`src/rtl/i2c_slave_regfile.sv`:
```
// i2c_slave_regfile: I2C slave exposing a 16 x 8-bit register file.
//
// A write transfer loads a 4-bit register pointer from the first data byte.
// Each later byte is written to regs[ptr], after which the pointer
// auto-increments. A read transfer streams regs[ptr] onwards, also with
// auto-increment. SCL is only observed and is never stretched.
//
// Ports:
//   wb_clk_i       - sole clock, rising edge
//   arst_i         - asynchronous active-low reset
//   scl_pad_i      - SCL bus line (asynchronous, input only)
//   sda_pad_i      - SDA bus line (asynchronous)
//   sda_pad_o      - SDA drive value, tied low (open drain)
//   sda_padoen_o   - SDA output enable, active low
//   reg_adr_i      - local read-back index
//   reg_dat_o      - regs[reg_adr_i], combinational
//   wr_stb_o       - one-cycle pulse when an I2C write commits a register
//   wr_adr_o       - register index written on wr_stb_o
//   busy_o         - high from START until the next STOP
//
// Build option: define I2C_SLAVE_GLITCH_FILTER_EN to insert a FILT_DEPTH-sample
// glitch filter after the synchronizers. Without it the synchronized lines are
// used directly.

module i2c_slave_regfile #(
    parameter logic [6:0]  SLAVE_ADDR = 7'h2,
    parameter int unsigned FILT_DEPTH = 3
) (
    input  logic       wb_clk_i,
    input  logic       arst_i,
    input  logic       scl_pad_i,
    input  logic       sda_pad_i,
    output logic       sda_pad_o,
    output logic       sda_padoen_o,
    input  logic [3:0] reg_adr_i,
    output logic [7:0] reg_dat_o,
    output logic       wr_stb_o,
    output logic [3:0] wr_adr_o,
    output logic       busy_o
);

    // ------------------------------------------------------------------
    // Two-flop synchronizers; bus idles high, so they reset to 1
    // ------------------------------------------------------------------
    logic scl_meta_q, scl_sync_q, sda_meta_q, sda_sync_q;

    always_ff @(posedge wb_clk_i or negedge arst_i) begin
        if (!arst_i) begin
            scl_meta_q <= 1'b1;
            scl_sync_q <= 1'b1;
            sda_meta_q <= 1'b1;
            sda_sync_q <= 1'b1;
        end else begin
            scl_meta_q <= scl_pad_i;
            scl_sync_q <= scl_meta_q;
            sda_meta_q <= sda_pad_i;
            sda_sync_q <= sda_meta_q;
        end
    end

    logic scl_f, sda_f;

`ifdef I2C_SLAVE_GLITCH_FILTER_EN
    localparam int unsigned CntW = (FILT_DEPTH > 1) ? $clog2(FILT_DEPTH) : 1;

    logic [CntW-1:0] scl_cnt_q, sda_cnt_q;
    logic            scl_filt_q, sda_filt_q;

    // A filtered line flips only after FILT_DEPTH consecutive samples that
    // disagree with it; any agreeing sample restarts the count.
    always_ff @(posedge wb_clk_i or negedge arst_i) begin
        if (!arst_i) begin
            scl_cnt_q  <= '0;
            sda_cnt_q  <= '0;
            scl_filt_q <= 1'b1;
            sda_filt_q <= 1'b1;
        end else begin
            if (scl_sync_q == scl_filt_q) begin
                scl_cnt_q <= '0;
            end else if (scl_cnt_q == CntW'(FILT_DEPTH - 1)) begin
                scl_filt_q <= scl_sync_q;
                scl_cnt_q  <= '0;
            end else begin
                scl_cnt_q <= scl_cnt_q + 1'b1;
            end

            if (sda_sync_q == sda_filt_q) begin
                sda_cnt_q <= '0;
            end else if (sda_cnt_q == CntW'(FILT_DEPTH - 1)) begin
                sda_filt_q <= sda_sync_q;
                sda_cnt_q  <= '0;
            end else begin
                sda_cnt_q <= sda_cnt_q + 1'b1;
            end
        end
    end

    assign scl_f = scl_filt_q;
    assign sda_f = sda_filt_q;
`else
    logic unused_filt_depth;

    assign unused_filt_depth = ^FILT_DEPTH;
    assign scl_f = scl_sync_q;
    assign sda_f = sda_sync_q;
`endif

    // ------------------------------------------------------------------
    // Edge and bus-condition detection on the conditioned lines
    // ------------------------------------------------------------------
    logic scl_prev_q, sda_prev_q;
    logic scl_rise, scl_fall, start_det, stop_det;

    always_ff @(posedge wb_clk_i or negedge arst_i) begin
        if (!arst_i) begin
            scl_prev_q <= 1'b1;
            sda_prev_q <= 1'b1;
        end else begin
            scl_prev_q <= scl_f;
            sda_prev_q <= sda_f;
        end
    end

    assign scl_rise  = scl_f & ~scl_prev_q;
    assign scl_fall  = ~scl_f & scl_prev_q;
    assign start_det = scl_f & scl_prev_q & sda_prev_q & ~sda_f;
    assign stop_det  = scl_f & scl_prev_q & ~sda_prev_q & sda_f;

    // ------------------------------------------------------------------
    // Protocol FSM, register file and registered outputs
    // ------------------------------------------------------------------
    typedef enum logic [3:0] {
        StIdle,
        StAddr,
        StAddrAck,
        StPtr,
        StPtrAck,
        StWdata,
        StWdataAck,
        StRdata,
        StRdataAck
    } state_e;

    state_e     state_q;
    logic [7:0] regs_q [16];
    logic [3:0] ptr_q;
    logic [7:0] shift_q;
    logic [3:0] bit_cnt_q;
    logic       sda_oen_q;
    logic       wr_stb_q;
    logic [3:0] wr_adr_q;
    logic       busy_q;
    logic [7:0] rd_byte;
    logic       byte_done;

    assign rd_byte   = regs_q[ptr_q];
    // Eighth bit has been clocked in and SCL has just gone low again
    assign byte_done = scl_fall && (bit_cnt_q == 4'd8);

    always_ff @(posedge wb_clk_i or negedge arst_i) begin
        if (!arst_i) begin
            state_q   <= StIdle;
            for (int i = 0; i < 16; i++) begin
                regs_q[i] <= 8'h00;
            end
            ptr_q     <= 4'd0;
            shift_q   <= 8'h00;
            bit_cnt_q <= 4'd0;
            sda_oen_q <= 1'b1;
            wr_stb_q  <= 1'b0;
            wr_adr_q  <= 4'd0;
            busy_q    <= 1'b0;
        end else begin
            wr_stb_q <= 1'b0;
            if (start_det) begin
                // START and repeated START both abandon any byte in flight
                state_q   <= StAddr;
                bit_cnt_q <= 4'd0;
                sda_oen_q <= 1'b1;
                busy_q    <= 1'b1;
            end else if (stop_det) begin
                state_q   <= StIdle;
                bit_cnt_q <= 4'd0;
                sda_oen_q <= 1'b1;
                busy_q    <= 1'b0;
            end else begin
                unique case (state_q)
                    StIdle: begin
                        // Also the hold state after a NACK or foreign address
                    end
                    StAddr: begin
                        if (scl_rise) begin
                            shift_q   <= {shift_q[6:0], sda_f};
                            bit_cnt_q <= bit_cnt_q + 4'd1;
                        end else if (byte_done) begin
                            bit_cnt_q <= 4'd0;
                            if (shift_q[7:1] == SLAVE_ADDR) begin
                                state_q   <= StAddrAck;
                                sda_oen_q <= 1'b0;
                            end else begin
                                state_q <= StIdle;
                            end
                        end
                    end
                    StAddrAck: begin
                        if (scl_fall) begin
                            bit_cnt_q <= 4'd0;
                            if (shift_q[0]) begin
                                // Read: put the MSB on the bus before SCL rises
                                state_q   <= StRdata;
                                shift_q   <= rd_byte;
                                sda_oen_q <= rd_byte[7];
                                ptr_q     <= ptr_q + 4'd1;
                            end else begin
                                state_q   <= StPtr;
                                sda_oen_q <= 1'b1;
                            end
                        end
                    end
                    StPtr: begin
                        if (scl_rise) begin
                            shift_q   <= {shift_q[6:0], sda_f};
                            bit_cnt_q <= bit_cnt_q + 4'd1;
                        end else if (byte_done) begin
                            bit_cnt_q <= 4'd0;
                            ptr_q     <= shift_q[3:0];
                            state_q   <= StPtrAck;
                            sda_oen_q <= 1'b0;
                        end
                    end
                    StPtrAck: begin
                        if (scl_fall) begin
                            state_q   <= StWdata;
                            sda_oen_q <= 1'b1;
                        end
                    end
                    StWdata: begin
                        if (scl_rise) begin
                            shift_q   <= {shift_q[6:0], sda_f};
                            bit_cnt_q <= bit_cnt_q + 4'd1;
                        end else if (byte_done) begin
                            bit_cnt_q <= 4'd0;
                            state_q   <= StWdataAck;
                            sda_oen_q <= 1'b0;
                        end
                    end
                    StWdataAck: begin
                        // Commit as the ACK clock ends; pointer wraps 15 -> 0
                        if (scl_fall) begin
                            regs_q[ptr_q] <= shift_q;
                            wr_stb_q      <= 1'b1;
                            wr_adr_q      <= ptr_q;
                            ptr_q         <= ptr_q + 4'd1;
                            state_q       <= StWdata;
                            sda_oen_q     <= 1'b1;
                        end
                    end
                    StRdata: begin
                        if (scl_rise) begin
                            bit_cnt_q <= bit_cnt_q + 4'd1;
                        end else if (scl_fall) begin
                            if (bit_cnt_q == 4'd8) begin
                                state_q   <= StRdataAck;
                                sda_oen_q <= 1'b1;
                                bit_cnt_q <= 4'd0;
                            end else begin
                                shift_q   <= {shift_q[6:0], 1'b0};
                                sda_oen_q <= shift_q[6];
                            end
                        end
                    end
                    StRdataAck: begin
                        // bit_cnt_q == 1 marks that the master ACKed
                        if (scl_rise) begin
                            if (sda_f) begin
                                state_q <= StIdle;
                            end else begin
                                bit_cnt_q <= 4'd1;
                            end
                        end else if (scl_fall && (bit_cnt_q == 4'd1)) begin
                            bit_cnt_q <= 4'd0;
                            state_q   <= StRdata;
                            shift_q   <= rd_byte;
                            sda_oen_q <= rd_byte[7];
                            ptr_q     <= ptr_q + 4'd1;
                        end
                    end
                    default: begin
                        state_q   <= StIdle;
                        sda_oen_q <= 1'b1;
                    end
                endcase
            end
        end
    end

    assign sda_pad_o    = 1'b0;
    assign sda_padoen_o = sda_oen_q;
    assign reg_dat_o    = regs_q[reg_adr_i];
    assign wr_stb_o     = wr_stb_q;
    assign wr_adr_o     = wr_adr_q;
    assign busy_o       = busy_q;

endmodule

```
`config.mk`:
```
export PLATFORM = sky130hd
export DESIGN_NAME = i2c_slave_regfile
export DESIGN_NICKNAME = d
export VERILOG_FILES = /design/src/rtl/i2c_slave_regfile.sv
export SDC_FILE = /design/constraint.sdc
export NUM_CORES = 1
export LEC_CHECK = 0
export ABC_AREA = 1
export BUFFER_PORTS_ARGS = -buffer_cell sky130_fd_sc_hd__buf_2
export CORE_AREA = 2 2 189 191
export DETAILED_ROUTE_END_ITERATION = 16
export DIE_AREA = 0 0 191 193
export GPL_ROUTABILITY_DRIVEN = 1
export MAX_ROUTING_LAYER = met4
export PLACE_DENSITY = 0.53
export SYNTH_ARGS = -nofsm -noshare
export SYNTH_HDL_FRONTEND = slang
export SYNTH_SLANG_ARGS = --single-unit
```
`constraint.sdc`:
```
create_clock -name wb_clk_i -period 2.8 [get_ports wb_clk_i]
set_clock_uncertainty 0.15 [all_clocks]
set_input_delay 0.42 -clock wb_clk_i [delete_from_list [all_inputs] [get_ports wb_clk_i]]
set_output_delay 0.42 -clock wb_clk_i [all_outputs]
set_load 0.05 [all_outputs]
```
---- After elaboration in Yosys (flattened, before gate mapping) ----
Cells that the tools add are included.
Widths: inputs -> output; s select.
operators by class
  muxes and demuxes ....................... 79
  bitwise logic cells ..................... 15
  equal/unequal tests ..................... 45
  magnitude comparators ................... 3
  reductions and logical operators ........ 18
  $add $sub $neg .......................... 2
operators with widths
  operator             count
  $mux 4               34
  $bwmux 128           1
  $mux 8               13
  $bmux 8 s4           2
  $ne 4x4->1 const B   13
  $demux 8 s4          1
  $pmux 4 s4           2
  $pmux 4 s8           1
  $pmux 8 s4           1
  $ne 5x5->1 const B   5
  $mux 1               21
  $ne 2x2->1 const B   10
  $reduce_and 10->1    2
  $eq 4x3->1 const B   4
  $reduce_and 14->1    1
  $reduce_and 12->1    1
  $reduce_and 11->1    1
  $ge 5x5->1 const B   2
  $not 4->5            2
  $add 4x1->4 const B  2
  $eq 4x1->1 const B   2
  $eq 4x2->1 const B   2
  $eq 4x4->1 const B   2
  $ne 4x1->1 const B   2
  other kinds (20)     35
word-level totals
  output and inout port bits .............. 16
  register bits after elaboration ......... 161
  logic and storage cells ................. 193
  bits of input ports ..................... 8

---- Longest topological paths before layout ----
Gate-level depths: netlist (run 1).
  word-level depth ........................ 9
  depth in mapped cells ................... 12
  gate-level depth less buffers ........... 12

---- Worst setup path before layout (run 1) ----
OpenSTA, ideal clock, no wires.
  path kind ............................... input-to-output
  start point ............................. input port reg_adr_i[0]
  end point ............................... output port reg_dat_o[5]
  data arrival time ....................... 1766 ps
  required time ........................... 2230 ps
  path buffers ............................ 3
  stages .................................. 7
  slack ................................... 464 ps
  cell sequence ........................... clkbuf_1 buf_2 clkbuf_1 a21oi_1 o21ai_0 o221ai_1 nand2_1
between the ends
  word-level cells in the longest chain between the ends .. 4
ends and longest elaborated chain
  item                                       RTL line  text
  start, declared                            35        input logic [3:0] reg_adr_i,
  $not 4->5 (not written as such)            299       assign reg_dat_o = regs_q[reg_adr_i];
  $bmux 8 s4                                 299
  $mux 8 (not written as such) (2 in a row)  299
  end, declared                              36        output logic [7:0] reg_dat_o,
No other way between the ends. The select of a mux whose other input is x is not followed.

---- Worst setup path after layout (run 1) ----
  start point ............................. register regs_q[78] (netlist bit)
  end point ............................... output port reg_dat_o[6]
between the ends
  word-level cells in the longest chain between the ends .. 3
ends and longest elaborated chain
  item                                       RTL line  text
  start, declared                            145       logic [7:0] regs_q [16];
  start signal, assigned by index            250       regs_q[ptr_q] <= shift_q;
  $bmux 8 s4                                 299
  $mux 8 (not written as such) (2 in a row)  299
No other way between the ends. The select of a mux whose other input is x is not followed.

==> summary.txt, run 1 <==
Status
  • Outcome: finished, final reports clean

CTS
  • Clk buf depth: 2
  • Clock Sinks: about 160
  • CTS tree: done
  • Clk Latency, worst-skew pair: about 0.45 ns
  • Reg clk slew, reported paths: 0.06 ns
  • Num CTS Buffers: 17
  • Clock Root Buffer: clkbuf_16
  • H-tree levels: 4
  • Post-CTS setup buffers: 0

Timing
  • Final Hold Vio Count: 0
  • Final Max Tran Viols: 0
  • Final worst-path cycle share: 0.9566
  • Final Critical Period: ~2.7 ns
  • Max Freq: around 0.37 GHz
  • Setup TNS: 0 ns
  • Slew HR: 0.4511
  • Unrepaired setup endpoints after global routing: no
  • Setup-violating endpoint count in the final report: 0
  • Slew @ Worst Pin: 0.8224 ns

Drt
  • Initial drt markers: 653
  • Met2 wire length: between 10 and 15 mm
  • Final ANT Viol Nets: 0
  • DRC errors left: 0
  • Met1 WL: between 10 and 15 mm
  • DR pass1 iterations: 5
  • Vias: roughly 8,900
  • Routed len/inst: about 16 um
  • Vias/cell: 4.768
  • Met3 WL post-DR: between 1 and 1.5 mm
  • Top layer in use: met4
  • Drt total wl: 30.09 mm

Global routing
  • Largest net degree at the start of global routing: between 80 and 90
  • Total GRT Usage: 0.1751
  • Gr ovfl total: 0
  • Number of global-route vias before repair: ~8,400
  • Initial antenna violation count: 0
  • First-pass GRT wire length: 48.07 mm

Setup path
  • Critical Path Fanout Max: 2
  • Critical path arrival: ~2.1 ns
  • Critical Path Start Type: register
  • Data required time of the worst path: about 2.2 ns
  • Crit path kind: register to output port
  • Crit path capture type: output port

Floorplanning
  • Die width: approximately 190 um
  • Die footprint: around 37,000 um^2
  • Row count: just under 70
  • I/O pins: 24
  • Core area: ~35,000 um^2
  • Initial core utilization: 0.2770
  • DIE HEIGHT: between 150 and 200 um

Synthesis
  • Synth top area share: 0.3979
  • Mapped cell area: a little under 10,000 um^2
  • Post-synth top flop: dfrtp_1
  • Post-synth ARST share: 1.000
  • Register bit total from synthesis: between 150 and 200
  • Synth top area cells: dfrtp_1 40%, nand2_1 19%, o21ai_0 6.8%
  • Post-synth EDFFs: 0
  • Register area share after synthesis: 0.4169
  • Post-synth top cells: 488 x nand2_1, 154 x dfrtp_1, 144 x inv_1
  • Syn Nets: 1,413
  • Largest area contributor in the netlist: dfrtp_1
  • Number of distinct library cells after synthesis: 37
  • Synth Warn #: 0
  • Count leader, synth: nand2_1
  • Mapped Cells: approximately 1,400
  • Syn avg cell area: between 6 and 7 um^2

Hold path
  • Hold Crit Class: register to register

Power and ir drop
  • LEAKAGE: just over 5 nW
  • Worst IR Drop VDD: roughly 0.32 mV
  • Pwr/cell area: 486.0 nW/um^2

Finish
  • Core Util, Final: 0.3135
  • Multi-input gate area: about 4700 um^2
  • Register Area: around 4000 um^2
  • Share of layout cells above drive strength 1: 0.1048
  • Fillers: between 3,000 and 4,000
  • Nets: 1,408
  • Area Growth Syn to Fin: 13.19%
  • N_diodes: 0

Placement
  • Hpwl dp: approximately 20 mm
  • Final Wtd Congestion: around 0.9
  • Port Buffers: 22

Run
  • Max-cap violations: 0
[cell type report]
cell class / count / share of cell area
Tap cell: 461 / 0.05261
Sequential cell: 161 / 0.3684
Multi-Input combinational cell: 1001 / 0.4296
Clock inverter: 11 / 0.01198
Timing Repair Buffer: 56 / 0.04394
Clock buffer: 21 / 0.04109
Inverter: 153 / 0.05239
[logic make-up after synthesis]
kind of cell               synth area share
muxes                              0.003100
and+or+nand+nor                      0.2900
DFF                                  0.4169
adders and majority gates           0.01292
AOI/OAI and AO/OA                    0.1771
buffers and inverters               0.09689
xor gates and xnor gates           0.002713
other                             0.0003872
[critical path, stage by stage, from the launching register on]
cell,delay [ns]
dfrtp_1,0.36
inv_1,0.06
nor2_1,0.09
a21oi_1,0.09
o21ai_0,0.42
buf_4,0.19
o221ai_1,0.10
nand2_1,0.09
buf_2,0.26
[registers in the layout (all words and copies together), names as in the netlist, 4 cells and up]
signal     flops
bit_cnt_q      4
ptr_q          4
regs_q       128
shift_q        8
state_q        4
wr_adr_o       4
[placed cells by master (no fill, tap or decap), types with 2 or more instances in the layout]
cell	netlist	final
clkbuf_1	48	3
dfstp_2	7	7
nor2_1	65	65
clkbuf_16	0	17
buf_12	0	8
nor2_4	4	4
o21ai_0	132	132
nor3_1	5	5
nand2_4	4	4
o21ai_1	66	66
bufinv_16	0	2
buf_2	21	20
xor2_1	3	3
o21ai_2	24	24
o221ai_1	13	13
nand4_1	6	6
nor2_2	3	3
buf_4	2	24
o211ai_1	10	10
clkinvlp_4	0	6
a21oi_1	62	62
dfrtp_1	154	153
nand3_1	83	83
nand2_2	11	11
clkinv_1	2	2
inv_2	7	7
dlygate4sd3_1	0	3
nand2_1	488	488
mux2i_1	3	3
clkinv_4	0	2
inv_1	144	144
ha_1	10	10
[routing by layer]
metal,up-vias,global-route usage
li1,4445,-
met1,4186,0.2364
met2,222,0.2715
met3,34,0.02118
met4,0,0.06052
met5,-,-
[per-stage QoR]
step / hold WS, ns / instances / setup WS [ns] / instance area [um^2] / power (mW)
finish: 0.2051 / 1864 / 0.1214 / 10960 / 5.328
global route: 0.2093 / 1864 / 0.01846 / 10960 / 5.565
CTS: 0.2068 / 1864 / 0.1737 / 10960 / 5.397
detailed placement: 0.1973 / 1829 / 0.2919 / 10350 / 2.993
global placement: 0.1964 / 1829 / 0.2913 / 10350 / 2.989
floorplan: -0.02559 / 1395 / 0.4635 / 9686 / 2.768
[power by group]
group | switching [mW] | internal (mW) | total, mW
combinational | 0.437 | 0.129 | 0.566
clock | 1.04 | 1.34 | 2.38
sequential | 0.0207 | 2.36 | 2.38
[repair_timing]
action | in CTS | in global routing
endpoints found under the hold margin | 57 | 0
gates resized for setup | 0 | 0
hold buffers | 3 | 0
[final timing paths]
path	depth (start not counted)	end	from	slack [ns]
worst max-delay path	8	reg_dat_o[6]	regs_q[78]	0.12
worst min-delay path	0	sda_f	sda_meta_q	0.21
worst min register to register	0	sda_f	sda_meta_q	0.21
worst max register to register	9	regs_q[26]	scl_f	0.38
min in group asynchronous	2	regs_q[121]	arst_i	0.41
max in group asynchronous	3	sda_prev_q	arst_i	1.37
Power figures use the tool's default switching activity.
==> run 2, diff against run 1 <==
Settings changed: PLACE_DENSITY 0.53 to 0.39.
==> summary.txt, run 2 (same netlist as run 1, synthesis figures left out) <==
Floorplanning
  • Row count: 69 (unchanged)
  • Initial core utilization: 0.2770 (unchanged)
  • DIE HEIGHT: 193 um (unchanged)
  • Die footprint: 36,860 um^2 (unchanged)
  • I/O pins: 24 (unchanged)
  • Core area: 34,960 um^2 (unchanged)
  • Die width: 191 um (unchanged)

Setup path
  • CP peak stage delay: 0.38 ns (-0.04 ns)
  • Crit path capture type: output port
  • Critical Path Start Type: register
  • Critical-path top delay cell: dfrtp_1
  • Crit path kind: register to output port
  • Data required time of the worst path: 2.23 ns (about the same)
  • Critical Path Fanout Max: 2 (unchanged)
  • Critical path arrival: 1.95 ns (-0.16 ns)
  • CP Cell Sequence: inv_1 -> nor2_1 -> a21oi_1 -> o21ai_0 -> o221ai_1 -> nand2_1 -> buf_2

CTS
  • Reg clk slew, reported paths: 0.07 ns (about the same)
  • Post-CTS setup buffers: 0 (unchanged)
  • H-tree levels: 4 (unchanged)
  • Post-CTS Hold Fix Bufs: 3 (unchanged)
  • Clock Sinks: 161 (unchanged)
  • Num CTS Buffers: 17 (unchanged)
  • Post-CTS sizing: 0 (unchanged)
  • CTS tree: done
  • Clock Root Buffer: clkbuf_16
  • Clk buf depth: 2 (unchanged)
  • Clk Latency, worst-skew pair: 0.45 ns (about the same)

Timing
  • Slew @ Worst Pin: 0.9394 ns (+0.1170 ns)
  • Final worst-path cycle share: 0.9016 (-0.05507)
  • Slew HR: 0.3731 (-0.07807)
  • Unrepaired setup endpoints after global routing: no
  • Setup-violating endpoint count in the final report: 0 (unchanged)
  • Final Critical Period: 2.524 ns (-0.1542 ns)
  • Setup TNS: 0 ns (unchanged)
  • Final Hold Vio Count: 0 (unchanged)
  • Final Max Tran Viols: 0 (unchanged)
  • Max Freq: 0.3961 GHz (+6.1%)
  • Tightest hold margin: 0.2075 ns (+0.002429 ns)

Drt
  • Drt total wl: 34.72 mm (+15%)
  • Final ANT Viol Nets: 0 (unchanged)
  • Vias: 8,748 (-1.6%)
  • DRC errors left: 0 (unchanged)
  • DR pass1 iterations: 5 (unchanged)
  • Vias/cell: 4.688 (-1.7%)
  • Initial drt markers: 592 (-9.3%)
  • Routed len/inst: 18.61 um (+15%)

Finish
  • Nets: 1,410 (+0.14%)
  • Most flops, register: regs_q
  • N_diodes: 0 (unchanged)
  • Core Util, Final: 0.3136 (about the same)
  • Share of layout cells above drive strength 1: 0.1082 (+0.003410)
  • Max FFs per register: 128 (unchanged)
  • Top Registers: regs_q x128, shift_q x8
  • Area Growth Syn to Fin: 13.22% (about the same)
  • Most frequent cells in the layout: 488 x nand2_1, 153 x dfrtp_1, 144 x inv_1
  • Commonest non-fill, non-tap cell in the layout: nand2_1
  • Fin area: 10,970 um^2 (about the same)

Placement
  • Hpwl dp: 24.58 mm (+21%)
  • Final Wtd Congestion: 0.8583 (-3.5%)
  • Post-DP Area: 10,370 um^2 (+0.14%)
  • Port Buffers: 22 (unchanged)

Power and ir drop
  • Sw Share: 0.2987 (+0.01757)
  • Combinational power share: 0.114 (+0.008)
  • LEAKAGE: 5.159 nW (+0.47%)
  • Pwr/cell area: 488.1 nW/um^2 (+0.44%)
  • Clock share of power: 0.441 (-0.006)
  • Overall power: 5.352 mW (+0.46%)
  • Pint: 3.754 mW (-2.0%)
  • NetSw: 1.599 mW (+6.7%)
  • Seq pwr share: 0.444 (-0.003)
  • Worst IR Drop VDD: 0.4316 mV (+34%)

Global routing
  • Initial antenna violation count: 0 (unchanged)
  • Number of global-route vias before repair: 8,616 (+2.6%)
  • First-pass GRT wire length: 54.15 mm (+13%)
  • Largest net degree at the start of global routing: 86 (unchanged)
  • Gr ovfl total: 0 (unchanged)
  • Total GRT Usage: 0.2031 (+0.02803)

Hold path
  • Hold Crit Class: register to register

Run
  • Max-cap violations: 0 (unchanged)

Status
  • Outcome: finished, final reports clean
[run 2: cell count changes in the layout (fill, tap and decap cells not counted)]
cell        delta
bufinv_16      -1
clkinvlp_4     -4
clkbuf_1       -3
clkinv_2       +3
inv_6          +4
clkinv_4       +1
buf_4          +2
[run 2: power groups by stage]
stage          clock, mW  combinational [mW]  sequential, mW
2_1_floorplan          0               0.325            2.44
3_3_place_gp           0               0.623            2.42
3_5_place_dp           0               0.624            2.42
4_1_cts             2.42               0.628            2.38
5_1_grt             2.50               0.678            2.38
6_report            2.36               0.611            2.38
[run 2: worst paths after layout]
kind,startpoint,endpoint,slack [ns],depth (start not counted)
setup / recovery,regs_q[75],reg_dat_o[3],0.28,7
hold / removal,sda_meta_q,sda_f,0.21,0
min in group asynchronous,arst_i,regs_q[5],0.35,2
hold reg to reg,sda_meta_q,sda_f,0.21,0
max in group asynchronous,arst_i,sda_padoen_o,1.35,3
setup reg to reg,scl_f,bit_cnt_q[2],0.32,10
[run 2: per-layer routing]
metal / GRT usage / vias up / share of wire
met4: 0.04144 / 0 / 0.011
met5: - / - / 0
met1: 0.2722 / 4141 / 0.49
met2: 0.3266 / 135 / 0.47
met3: 0.03005 / 22 / 0.031
li1: - / 4450 / -
[run 2: critical path: cells and delay by family (launching register included)]
family          cells  cell delay, ns
compound gates      3            0.62
buf+inv             2            0.31
simple gates        2            0.19
flops               1            0.38
[run 2: metrics by stage]
step | worst slack [ns] | std cells
final | 0.2756 | 1866
after global routing | 0.1038 | 1866
after CTS | 0.2836 | 1866
after detailed placement | 0.3241 | 1831
after global placement | 0.2832 | 1831
after floorplan | 0.4635 | 1395
[run 2: layout make-up]
class	count	area (um^2)
well taps	461	576.8
multi-input cells	1001	4710
flip-flops and latches	161	4039
inverters	153	574.3
fillers	3878	24000
clock inverters	14	130.1
repair buffers	58	496.7
clock buffers	18	439.2
==> run 3, diff against run 2 <==
Settings changed: ABC_AREA 1 to 0, CORE_AREA 2 2 189 191 to 2 2 185 187, DIE_AREA 0 0 191 193 to 0 0 187 189.
==> summary.txt, run 3 <==
Status
  • Outcome: finished, final reports clean

Timing
  • Final Max Tran Viols: 0 (unchanged)
  • Final worst-path cycle share: 0.9432 (+0.04165)
  • Slew @ Worst Pin: 0.7254 ns (-0.2139 ns)
  • Final Hold Vio Count: 0 (unchanged)
  • Slew HR: 0.5154 (+0.1423)
  • Setup-violating endpoint count in the final report: 0 (unchanged)
  • Unrepaired setup endpoints after global routing: no
  • Final Critical Period: 2.641 ns (+0.1166 ns)
  • Setup TNS: 0 ns (unchanged)
  • Max Freq: 0.3786 GHz (-4.4%)

Finish
  • Most flops, register: regs_q
  • Nets: 714 (-49%)
  • N_diodes: 0 (unchanged)
  • Max FFs per register: 128 (unchanged)
  • Area Growth Syn to Fin: 16.85%
  • Most frequent cells in the layout: 152 x dfrtp_1, 151 x mux2_2, 63 x mux4_2
  • Share of layout cells above drive strength 1: 0.5007 (+0.3925)
  • Final non-filler cell total: 1,157 (-38%)
  • Commonest non-fill, non-tap cell in the layout: dfrtp_1
  • Top Registers: regs_q x128, shift_q x8

Placement
  • Port Buffers: 22 (unchanged)
  • Cells after DPL: 1,122 (-39%)
  • Final Wtd Congestion: 0.7821 (-8.9%)
  • Hpwl dp: 18.71 mm (-24%)

Setup path
  • Critical Path Fanout Max: 12 (+10)
  • CP Cell Sequence: buf_2 -> buf_12 -> mux4_2 -> mux4_2 -> buf_2
  • Critical path arrival: 2.07 ns (+0.12 ns)
  • RR Endpoint: regs_q[114]
  • Worst r2r path cells: 6 (-4)
  • CP peak stage delay: 0.51 ns (+0.13 ns)
  • Reg2reg setup slack: 0.26 ns (-0.06 ns)
  • Crit path capture type: output port
  • Data required time of the worst path: 2.23 ns (about the same)
  • Crit path kind: input port to output port
  • Critical-path top delay cell: mux4_2
  • Critical Path Start Type: input port
  • Reg2Reg Launch Point: sda_f

Synthesis
  • Syn avg cell area: 14.00 um^2 (+100%)
  • Mapped Cells: 659 (-53%)
  • Syn Nets: 677 (-52%)
  • Count leader, synth: dfrtp_1
  • Synth Warn #: 0 (unchanged)
  • Post-synth top flop: dfrtp_1
  • Register bit total from synthesis: 161 (unchanged)
  • Post-synth ARST share: 1.000 (unchanged)
  • Synth top area share: 0.4176 (+0.01975)
  • Largest area contributor in the netlist: dfrtp_1
  • Post-synth EDFFs: 0 (unchanged)
  • Register area share after synthesis: 0.4376 (+0.02069)
  • Post-synth top cells: 154 x dfrtp_1, 151 x mux2_2, 63 x mux4_2
  • Synth top area cells: dfrtp_1 42%, mux2_2 18%, mux4_2 15%
  • Number of distinct library cells after synthesis: 66 (+78%)
  • Mapped cell area: 9228 um^2 (-4.7%)

Hold path
  • Hold Crit Class: register to register
  • Hold path startpoint: sda_meta_q
  • Hold Crit Depth: 0 (unchanged)
  • Hold-critical path endpoint: sda_f

Power and ir drop
  • Worst IR Drop VDD: 0.4392 mV (+1.8%)
  • Pwr/cell area: 488.5 nW/um^2 (about the same)
  • LEAKAGE: 4.769 nW (-7.5%)

CTS
  • Clk buf depth: 2 (unchanged)
  • Num CTS Buffers: 17 (unchanged)
  • Reg clk slew, reported paths: 0.06 ns (about the same)
  • Clock Root Buffer: clkbuf_16
  • H-tree levels: 4 (unchanged)
  • Clk Latency, worst-skew pair: 0.44 ns (about the same)
  • Post-CTS sizing: 0 (unchanged)
  • Clock Sinks: 161 (unchanged)
  • CTS tree: done

Floorplanning
  • Die width: 187 um (-2.1%)
  • Initial core utilization: 0.2773 (about the same)
  • Die footprint: 35,340 um^2 (-4.1%)
  • DIE HEIGHT: 189 um (-2.1%)
  • I/O pins: 24 (unchanged)
  • Core area: 33,280 um^2 (-4.8%)
  • Row count: 67 (-2.9%)

Global routing
  • First-pass GRT wire length: 42.21 mm (-22%)
  • Total GRT Usage: 0.1663 (-0.03676)
  • Gr ovfl total: 0 (unchanged)
  • Initial antenna violation count: 0 (unchanged)
  • Largest net degree at the start of global routing: 53 (-38%)
  • Number of global-route vias before repair: 6,354 (-26%)

Drt
  • Routed len/inst: 23.79 um (+28%)
  • DRC errors left: 0 (unchanged)
  • Initial drt markers: 418 (-29%)
  • Final ANT Viol Nets: 0 (unchanged)
  • Vias: 6,004 (-31%)
  • DR pass1 iterations: 4 (-1)
  • Vias/cell: 5.189 (+11%)
  • Drt total wl: 27.52 mm (-21%)

Run
  • Max-cap violations: 0 (unchanged)
==> run 3: cell count changes after synthesis, sizes merged, moves of 55 or more <==
cell | previous run | this run
nand2 | 503 | 11
o21ai | 222 | 10
mux2 | 0 | 151
inv | 151 | 13
mux4 | 0 | 72
nand3 | 84 | 21
nor2 | 73 | 18
==> run 3: how the worst max path moves through the flow <==
stage | from | end | slack (ns) | cells after the start
finish | reg_adr_i[0] | reg_dat_o[1] | 0.16 | 5
global route | scl_prev_q | regs_q[112] | 0.1 | 6
CTS | reg_adr_i[0] | reg_dat_o[3] | 0.13 | 5
detailed placement | reg_adr_i[0] | reg_dat_o[3] | 0.13 | 5
global placement | reg_adr_i[0] | reg_dat_o[3] | 0.15 | 5
floorplan | reg_adr_i[0] | reg_dat_o[0] | 0.14 | 4
==> run 3: critical path: cells and delay by family <==
kind | cells | cell delay [ns]
buffers and inverters | 3 | 0.63
multiplexers | 2 | 1.02
==> run 3: cells by family after synthesis <==
family	count (synthesis)	share of synthesized area
flip-flops	161	0.4376
multiplexers	232	0.3734
other	1	0.0004064
XOR/XNOR	2	0.001899
AND/OR/NAND/NOR	92	0.06671
AO/OA/AOI/OAI	86	0.06915
buffers and inverters	75	0.03729
adder cells (fa/ha/maj)	10	0.01356
==> run 3: power by group <==
part,switching (mW),internal [mW],leakage [nW]
clock network,1.05,1.43,0.297
registers,0.0175,2.34,2.22
logic,0.280,0.148,2.25
==> run 3: layer usage <==
| metal | GRT usage | part of all wire | up-vias |
|---|---|---|---|
| li1 | - | - | 2632 |
| met1 | 0.2199 | 0.47 | 3225 |
| met2 | 0.2661 | 0.49 | 130 |
| met3 | 0.02817 | 0.030 | 17 |
| met4 | 0.04304 | 0.013 | 0 |
| met5 | - | 0 | - |
==> run 3: timing repair <==
| item | CTS | global route |
|---|---|---|
| endpoints found under the hold margin | 32 | 0 |
| hold buffers | 3 | 0 |
| setup buffers | 0 | 0 |
==> run 3: stage by stage <==
| stage | hold WS (ns) | setup WS (ns) | power (mW) | utilization | instance area (um^2) |
|---|---|---|---|---|---|
| global placement | 0.1996 | 0.1465 | 2.830 | 0.3048 | 10140 |
| CTS | 0.2097 | 0.1286 | 5.338 | 0.3240 | 10780 |
| floorplan | -0.02559 | 0.1380 | 2.661 | - | 9228 |
| finish | 0.2076 | 0.1590 | 5.268 | 0.3240 | 10780 |
| global route | 0.2121 | 0.09819 | 5.493 | 0.3240 | 10780 |
| detailed placement | 0.1999 | 0.1275 | 2.833 | 0.3048 | 10140 |
==> run 3: cell type report <==
class | count | area, um^2
clock buffers | 19 | 432.9
clock inverters | 13 | 176.4
fillers | 3263 | 22500
inverters | 13 | 48.80
multi-input cells | 423 | 4852
flip-flops and latches | 161 | 4040
well taps | 448 | 560.5
repair buffers | 80 | 671.9
